--- src/rtl/pe_pixel_loader.sv ---
// Serial RGB pixel loader for the background-removal pe: packs NUM_PIXELS
// pixels into flat lane vectors and computes per-channel batch means.
module pe_pixel_loader #(
  parameter int NUM_PIXELS  = 4,
  parameter int LOG2_PIXELS = 2
) (
  input  logic                    Clk,
  input  logic                    Reset,
  input  logic                    Pix_Valid,
  output logic                    Pix_Ready,
  input  logic [7:0]              Pix_R,
  input  logic [7:0]              Pix_G,
  input  logic [7:0]              Pix_B,
  input  logic                    Batch_Ack,
  output logic                    Batch_Valid,
  output logic [8*NUM_PIXELS-1:0] red_in,
  output logic [8*NUM_PIXELS-1:0] green_in,
  output logic [8*NUM_PIXELS-1:0] blue_in,
  output logic [7:0]              red_exp,
  output logic [7:0]              green_exp,
  output logic [7:0]              blue_exp,
  output logic                    Ql,
  output logic                    Qc,
  output logic                    Qd
);

  localparam int SW = 8 + LOG2_PIXELS;

  localparam logic [2:0] QL = 3'b001;
  localparam logic [2:0] QC = 3'b010;
  localparam logic [2:0] QD = 3'b100;

  logic [2:0]             state;
  logic [LOG2_PIXELS-1:0] cnt;
  logic [SW-1:0]          sum_r;
  logic [SW-1:0]          sum_g;
  logic [SW-1:0]          sum_b;
  logic                   accept;

  // One-hot state bits double as the handshake outputs.
  assign Ql          = state[0];
  assign Qc          = state[1];
  assign Qd          = state[2];
  assign Pix_Ready   = state[0];
  assign Batch_Valid = state[2];
  assign accept      = Pix_Valid && Pix_Ready;

  always_ff @(posedge Clk or negedge Reset) begin
    if (!Reset) begin
      state     <= QL;
      cnt       <= '0;
      sum_r     <= '0;
      sum_g     <= '0;
      sum_b     <= '0;
      red_in    <= '0;
      green_in  <= '0;
      blue_in   <= '0;
      red_exp   <= '0;
      green_exp <= '0;
      blue_exp  <= '0;
    end else begin
      case (state)
        QL: begin
          if (accept) begin
            red_in[{cnt, 3'b000} +: 8]   <= Pix_R;
            green_in[{cnt, 3'b000} +: 8] <= Pix_G;
            blue_in[{cnt, 3'b000} +: 8]  <= Pix_B;
            sum_r <= sum_r + {{LOG2_PIXELS{1'b0}}, Pix_R};
            sum_g <= sum_g + {{LOG2_PIXELS{1'b0}}, Pix_G};
            sum_b <= sum_b + {{LOG2_PIXELS{1'b0}}, Pix_B};
            // Counter width equals log2 of the batch size, so it wraps to 0 here.
            cnt   <= cnt + 1'b1;
            if (cnt == LOG2_PIXELS'(NUM_PIXELS - 1))
              state <= QC;
          end
        end
        QC: begin
          red_exp   <= sum_r[SW-1:LOG2_PIXELS];
          green_exp <= sum_g[SW-1:LOG2_PIXELS];
          blue_exp  <= sum_b[SW-1:LOG2_PIXELS];
          state     <= QD;
        end
        QD: begin
          if (Batch_Ack) begin
            state <= QL;
            sum_r <= '0;
            sum_g <= '0;
            sum_b <= '0;
          end
        end
        default: state <= QL;
      endcase
    end
  end

endmodule

--- config.mk ---
export PLATFORM = sky130hd
export DESIGN_NAME = pe_pixel_loader
export DESIGN_NICKNAME = d
export VERILOG_FILES = /design/src/rtl/pe_pixel_loader.sv
export SDC_FILE = /design/constraint.sdc
export NUM_CORES = 1
export LEC_CHECK = 0
export BUFFER_PORTS_ARGS = -buffer_cell sky130_fd_sc_hd__buf_4
export CORE_AREA = 10 10 125 138
export CTS_BUF_LIST = sky130_fd_sc_hd__clkbuf_2
export DETAILED_ROUTE_END_ITERATION = 16
export DIE_AREA = 0 0 135 148
export PLACE_DENSITY = 0.85
export SLEW_MARGIN = 20
export SYNTH_ARGS = -nofsm -noshare
export SYNTH_HDL_FRONTEND = slang
export SYNTH_SLANG_ARGS = --single-unit
--- constraint.sdc ---
create_clock -name Clk -period 2.06 [get_ports Clk]
set_input_delay 0.309 -clock Clk [delete_from_list [all_inputs] [get_ports Clk]]
set_output_delay 0.309 -clock Clk [all_outputs]
set_load 0.02 [all_outputs]
==> impl_metrics.json, run 1 <==
{
  "finalClockSkew_ns": 0.0221,
  "wl_um": 21000,
  "drc": 0,
  "clock-sinks": 155,
  "core-area_sq_um": 14300,
  "cp-end-kind": "flip-flop",
  "clk_path_buf_depth": 2,
  "dpl_cell_area_sq_um": 8780,
  "crit_path_max_incr_delay_ns": 0.47,
  "postRouteAntennaNets": 0,
  "via_per_inst": 5.47,
  "fmax_ghz": 0.486,
  "worstPathRequired_ns": 2.68,
  "dr_total_vias": 6318,
  "critPathLaunchType": "flip-flop",
  "io_pins": 153,
  "htree_levels": 4,
  "place_hpwl_um": 14900,
  "leakagePower_nw": 4.47,
  "critPathKind": "flip-flop to flip-flop",
  "start_util_pct": 50.3,
  "rsz0062_at_grt": "yes",
  "hp-class": "primary input to asynchronous set/reset pin",
  "grt_pass1_vias": 6305,
  "layout-drive-gt1-share_pct": 29.0,
  "crit_arrival_ns": 2.68,
  "synth_edf_count": 0,
  "antenna_found_initial": 1,
  "cts_root_buffer": "clkbuf_2",
  "post-route-min-period_ns": 2.06,
  "rows": 46,
  "max-vdd-ir-drop_v": 0.000801,
  "cts_tree": "yes",
  "wl_per_cell_um": 18.2,
  "cap_violations": 0,
  "fin_cells": 1156,
  "synth_ff_type": "dfrtp_1",
  "ys_types": 42,
  "cts_made_buffers": 17,
  "grtUsageTotal_pct": 20.6,
  "syn_area_sq_um": 7200,
  "synth_area_leader_cell": "dfrtp_1",
  "synth.top_cells.by_area": "dfrtp_1 (53%), nand2_1 (11%), o21ai_0 (8.1%)",
  "crit_family": "compound AO/OA/AOI/OAI gates",
  "r2r_setup_slack_ns": 0.004,
  "placedCellCount": 1090,
  "drt-pass1-iter-count": 5,
  "synth_seq_area_share_pct": 53.9,
  "final_area_sq_um": 9400,
  "slew_headroom_pct": 64.1,
  "clock_latency_ns": 0.71,
  "slew_viol_final": 0,
  "final-hold-violation-count": 0,
  "synth_top_area_share_pct": 53.5,
  "area_delta_synth_final_pct": 30.4,
  "p_total_mw": 13.9,
  "final_nets": 1011,
  "die_h_um": 148,
  "synth-seq-cells": 155,
  "cpMaxStageDelayCell": "dfrtp_1",
  "path_cells": "ha_4, inv_2, fa_2, nor2b_4, o31a_1, o21a_1, or3_1, a32o_1",
  "grt.overflow.total": 0,
  "crit_path_max_fanout": 2,
  "syn_inst": 742,
  "nFillCells": 1091,
  "cp.buffers_inverters": 1,
  "yosys_warnings": 0,
  "gp_congestion": 0.906,
  "utilization_pct": 65.6,
  "io_buffer_count": 152,
  "grt_pass1_wl_um": 33200,
  "synth_async_sr_flop_share_pct": 100,
  "grt_max_degree": 55,
  "status": "complete, no violations",
  "die_x_um": 135,
  "powerDensity_nw_per_um2": 1480,
  "worstMarginPinSlew_ns": 0.538,
  "period_share_pct": 99.8,
  "syn_nets": 803,
  "clkTransAtPathRegs_ns": 0.22,
  "setup_viol": 0,
  "initialDrtViolationCount": 592,
  "dieArea_sq_um": 20000,
  "yosysMostFrequentCell": "nand2_1",
  "postSynthAreaPerCell_sq_um": 9.71,
  "synthTopCellsByCount": "nand2_1 (218), dfrtp_1 (154), o21ai_0 (116), ha_1 (30), mux2_2 (24)"
}
final cells by class:
class                   count  area, sq um  share of cell area, %
repair buffers            226         1830                   19.5
multi-input cells         536         3140                   33.4
flip-flops and latches    155         3880                   41.3
diodes                      1         2.50                 0.0266
clock buffers              21          105                   1.12
inverters                  14         52.6                  0.559
well taps                 192          240                   2.56
clock inverters            11          145                   1.54
metal layers:
metal | GRT usage (%) | share of wire [%] | vias to the layer above
met2 | 33.1 | 49 | 276
met1 | 25.5 | 40 | 3041
li1 | - | - | 2957
met4 | 8.30 | 2.4 | 0
met3 | 6.00 | 9.2 | 44
met5 | 0 | 0 | -
placed cells by master, fill, tap and decap left out, types with 6 or more instances in the layout:
cell,count
a21oi_1,18
inv_1,11
ha_1,27
dfrtp_1,153
o21ai_1,16
o21ai_0,115
nor3_1,9
a22o_1,6
mux2_2,24
nor2_1,8
nand2_1,218
or3_1,6
o21a_1,8
dlygate4sd3_1,26
nor2b_1,9
buf_4,193
clkbuf_2,21
timing repair:
action,CTS,global route
endpoints found under the hold margin,227,0
pin swaps,1,5
hold buffers,26,0
buffers inserted,0,7
resized for setup,4,10
setup endpoints to repair,2,9
stage by stage:
stage          worst slack, ns  hold WS, ns  setup TNS, ns
2_1_floorplan            0.107       0.0134              0
3_3_place_gp           -0.0179        0.303        -0.0179
3_5_place_dp           -0.0778        0.306         -0.136
4_1_cts                0.00252       0.0538              0
5_1_grt                -0.0738       0.0801        -0.0738
6_report               0.00379       0.0759              0
flip-flops by register name, summed over array words and instances (netlist names):
signal,flops
blue_exp,8
sum_b,10
sum_r,10
blue_in,32
state,3
green_in,32
green_exp,8
red_in,32
red_exp,8
cnt,2
sum_g,10
path summary, 6_finish.rpt:
kind	start	end	cells after the start
min in group Clk	Pix_Valid	cnt[0]	4
hold / removal	Reset	blue_exp[4]	2
max in group asynchronous	Reset	blue_in[28]	3
setup reg to reg	sum_g[0]	sum_g[6]	8
setup / recovery	sum_g[0]	sum_g[6]	8
hold reg to reg	blue_in[9]	blue_in[9]	2
power breakdown:
part | switching (mW) | internal [mW] | total, mW
sequential | 0.789 | 4.16 | 4.95
clock | 1.08 | 0.690 | 1.77
combinational | 4.19 | 3.02 | 7.22
total | 6.06 | 7.87 | 13.9
worst reg2reg max path: cells and delay by family, from the launching register on:
| kind | cells | cell delay, ns |
|---|---|---|
| AOI/OAI and AO/OA | 3 | 0.68 |
| DFF | 1 | 0.47 |
| adders and majority gates | 2 | 0.41 |
| and+or+nand+nor | 2 | 0.36 |
| buffers and inverters | 1 | 0.05 |
logic make-up after synthesis:
logic type / count (synthesis) / synth area share [%]
AOI/OAI and AO/OA: 187 / 14.5
xor gates and xnor gates: 7 / 0.851
muxes: 27 / 4.17
adders and majority gates: 33 / 6.04
and+or+nand+nor: 282 / 17.5
buffers and inverters: 51 / 3.06
DFF: 155 / 53.9
Power figures use the tool's default switching activity.
==> inputs of run 2 (changes only) <==
--- a/config.mk
+++ b/config.mk
@@ -10,7 +10,9 @@
 export CTS_BUF_LIST = sky130_fd_sc_hd__clkbuf_2
 export DETAILED_ROUTE_END_ITERATION = 16
 export DIE_AREA = 0 0 135 148
+export GPL_TIMING_DRIVEN = 0
 export PLACE_DENSITY = 0.85
+export RECOVER_POWER = 25
 export SLEW_MARGIN = 20
 export SYNTH_ARGS = -nofsm -noshare
 export SYNTH_HDL_FRONTEND = slang
==> impl_metrics.json, run 2 (same netlist as run 1, synthesis figures left out) <==
{
  "final_nets": 1014,
  "crit_arrival_ns": 2.68,
  "met3_length_um": 1680,
  "postRouteAntennaNets": 0,
  "io_pins": 153,
  "crit_path_max_fanout": 3,
  "htree_levels": 4,
  "reg_top3": "blue_in: 32 flops, green_in: 32 flops, red_in: 32 flops",
  "setup_ws_ns": -0.00144,
  "wl_um": 21200,
  "cp-startpoint": "sum_g[0]",
  "clk_path_buf_depth": 2,
  "dr_wl_met2_um": 10700,
  "holdCritStartpoint": "Pix_R[4]",
  "finalClockSkew_ns": 0.0249,
  "post-route-min-period_ns": 2.06,
  "grt_pass1_vias": 6233,
  "dpl_cell_area_sq_um": 8620,
  "final_common_cell": "nand2_1",
  "critPathKind": "flip-flop to flip-flop",
  "grt_max_degree": 83,
  "cap_violations": 1,
  "rsz0062_at_grt": "yes",
  "hp-class": "primary input to flip-flop",
  "r2r-start": "sum_g[0]",
  "drt-pass1-iter-count": 5,
  "slew_headroom_pct": -11.0,
  "cts_made_buffers": 17,
  "powerDensity_nw_per_um2": 1480,
  "wl_met1_um": 8370,
  "slew_viol_final": 74,
  "crit_path_max_incr_delay_ns": 0.43,
  "dr_total_vias": 6281,
  "final-hold-violation-count": 0,
  "gp_congestion": 0.898,
  "die_h_um": 148,
  "via_per_inst": 5.43,
  "worstMarginPinSlew_ns": 1.67,
  "violations": "capacitance limit, slew limit, setup timing",
  "grt.overflow.total": 0,
  "area_delta_synth_final_pct": 29.0,
  "dieArea_sq_um": 20000,
  "cpMaxStageDelayCell": "dfrtp_1",
  "top_layer": "met4",
  "clock-sinks": 155,
  "antenna_found_initial": 1,
  "status": "complete, but fails checks",
  "worstPathRequired_ns": 2.68,
  "start_util_pct": 50.3,
  "drc": 0,
  "place_hpwl_um": 15200,
  "utilization_pct": 64.8,
  "die_x_um": 135,
  "initialDrtViolationCount": 457,
  "fin_tns_setup_ns": -0.00144,
  "layout-drive-gt1-share_pct": 28.1,
  "cts_tree": "yes",
  "core-area_sq_um": 14300,
  "rows": 46,
  "critPathLaunchType": "flip-flop",
  "max-vdd-ir-drop_v": 0.000474,
  "clkTransAtPathRegs_ns": 0.23,
  "grtUsageTotal_pct": 20.5,
  "fmax_ghz": 0.485,
  "leakagePower_nw": 4.39,
  "final_cell_mix": "nand2_1 (217), buf_4 (165), dfrtp_1 (153), o21ai_0 (116), dlygate4sd3_1 (27)",
  "path_cells": "ha_2, inv_1, fa_2, nor2b_4, o31a_1, o21a_1, or3_1, a32o_1",
  "cts_root_buffer": "clkbuf_2",
  "wl_per_cell_um": 18.3,
  "period_share_pct": 100,
  "setup_viol": 1,
  "cp-end-kind": "flip-flop",
  "final_area_sq_um": 9290,
  "grt_pass1_wl_um": 32900,
  "clock_latency_ns": 0.71,
  "io_buffer_count": 152
}
==> run 2: cell types whose count changed in the layout (fill, tap and decap cells not counted), moves of 3 or more <==
cell / previous run / this run
ha_1: 27 / 24
clkbuf_1: 0 / 10
nor3b_2: 4 / 1
buf_4: 193 / 165
nor3b_4: 0 / 3
clkinv_2: 1 / 4
ha_4: 1 / 4
buf_2: 0 / 17
buf_12: 5 / 1
clkbuf_4: 0 / 3
==> run 2: final timing paths <==
check / slack [ns] / cells past startpoint / endpoint
max: -0.001 / 8 / sum_g[6]
min: 0.41 / 4 / red_in[20]
max reg2reg: -0.001 / 8 / sum_g[6]
min reg2reg: 0.51 / 2 / green_in[17]
max in group asynchronous: 0.31 / 3 / cnt[0]
min in group asynchronous: 0.56 / 2 / blue_in[19]
==> run 2: metrics by stage <==
step           setup slack (ns)  power (mW)  hold WS, ns  std cells
3_5_place_dp             -0.268        11.7        0.321       1087
3_3_place_gp             -0.194        11.4        0.462       1086
4_1_cts                0.000680        13.5        0.124       1145
5_1_grt                 -0.0573        14.8        0.374       1157
6_report               -0.00144        13.8        0.411       1157
2_1_floorplan             0.107        9.06       0.0134        742
==> run 2: where the power goes <==
| part | leakage, nW | total (mW) | switching, mW | internal, mW |
|---|---|---|---|---|
| Combinational | 2.20 | 7.23 | 4.22 | 3.01 |
| Clock | 0.131 | 1.64 | 1.10 | 0.532 |
| Sequential | 2.06 | 4.92 | 0.765 | 4.16 |
| Total | 4.39 | 13.8 | 6.09 | 7.70 |
==> run 2: area by class of cell <==
type	instances	area (sq um)
fillers	1164	5040
flip-flops and latches	155	3880
multi-input cells	536	3190
repair buffers	192	1520
well taps	192	240
plain buffers	37	185
clock inverters	13	129
clock buffers	17	85.1
inverters	14	56.3
diodes	1	2.50
==> run 2: routing by layer <==
layer | track usage, % | vias to the layer above
met1 | 24.7 | 3049
li1 | - | 2963
met3 | 5.42 | 35
met2 | 34.6 | 234
met5 | 0 | -
met4 | 6.95 | 0
==> run 2: critical path: cells and delay by family (launching register included) <==
family	cells	cell delay, ns
AOI/OAI and AO/OA	3	0.71
buffers and inverters	1	0.08
and+or+nand+nor	2	0.35
adders and majority gates	2	0.43
DFF	1	0.43
==> run 2: what timing repair did <==
action	in CTS	in global routing
setup endpoints to repair	82	51
hold endpoints to repair	178	0
hold buffers	27	0
pin swaps	2	4
setup buffers	1	11
resized for setup	20	15
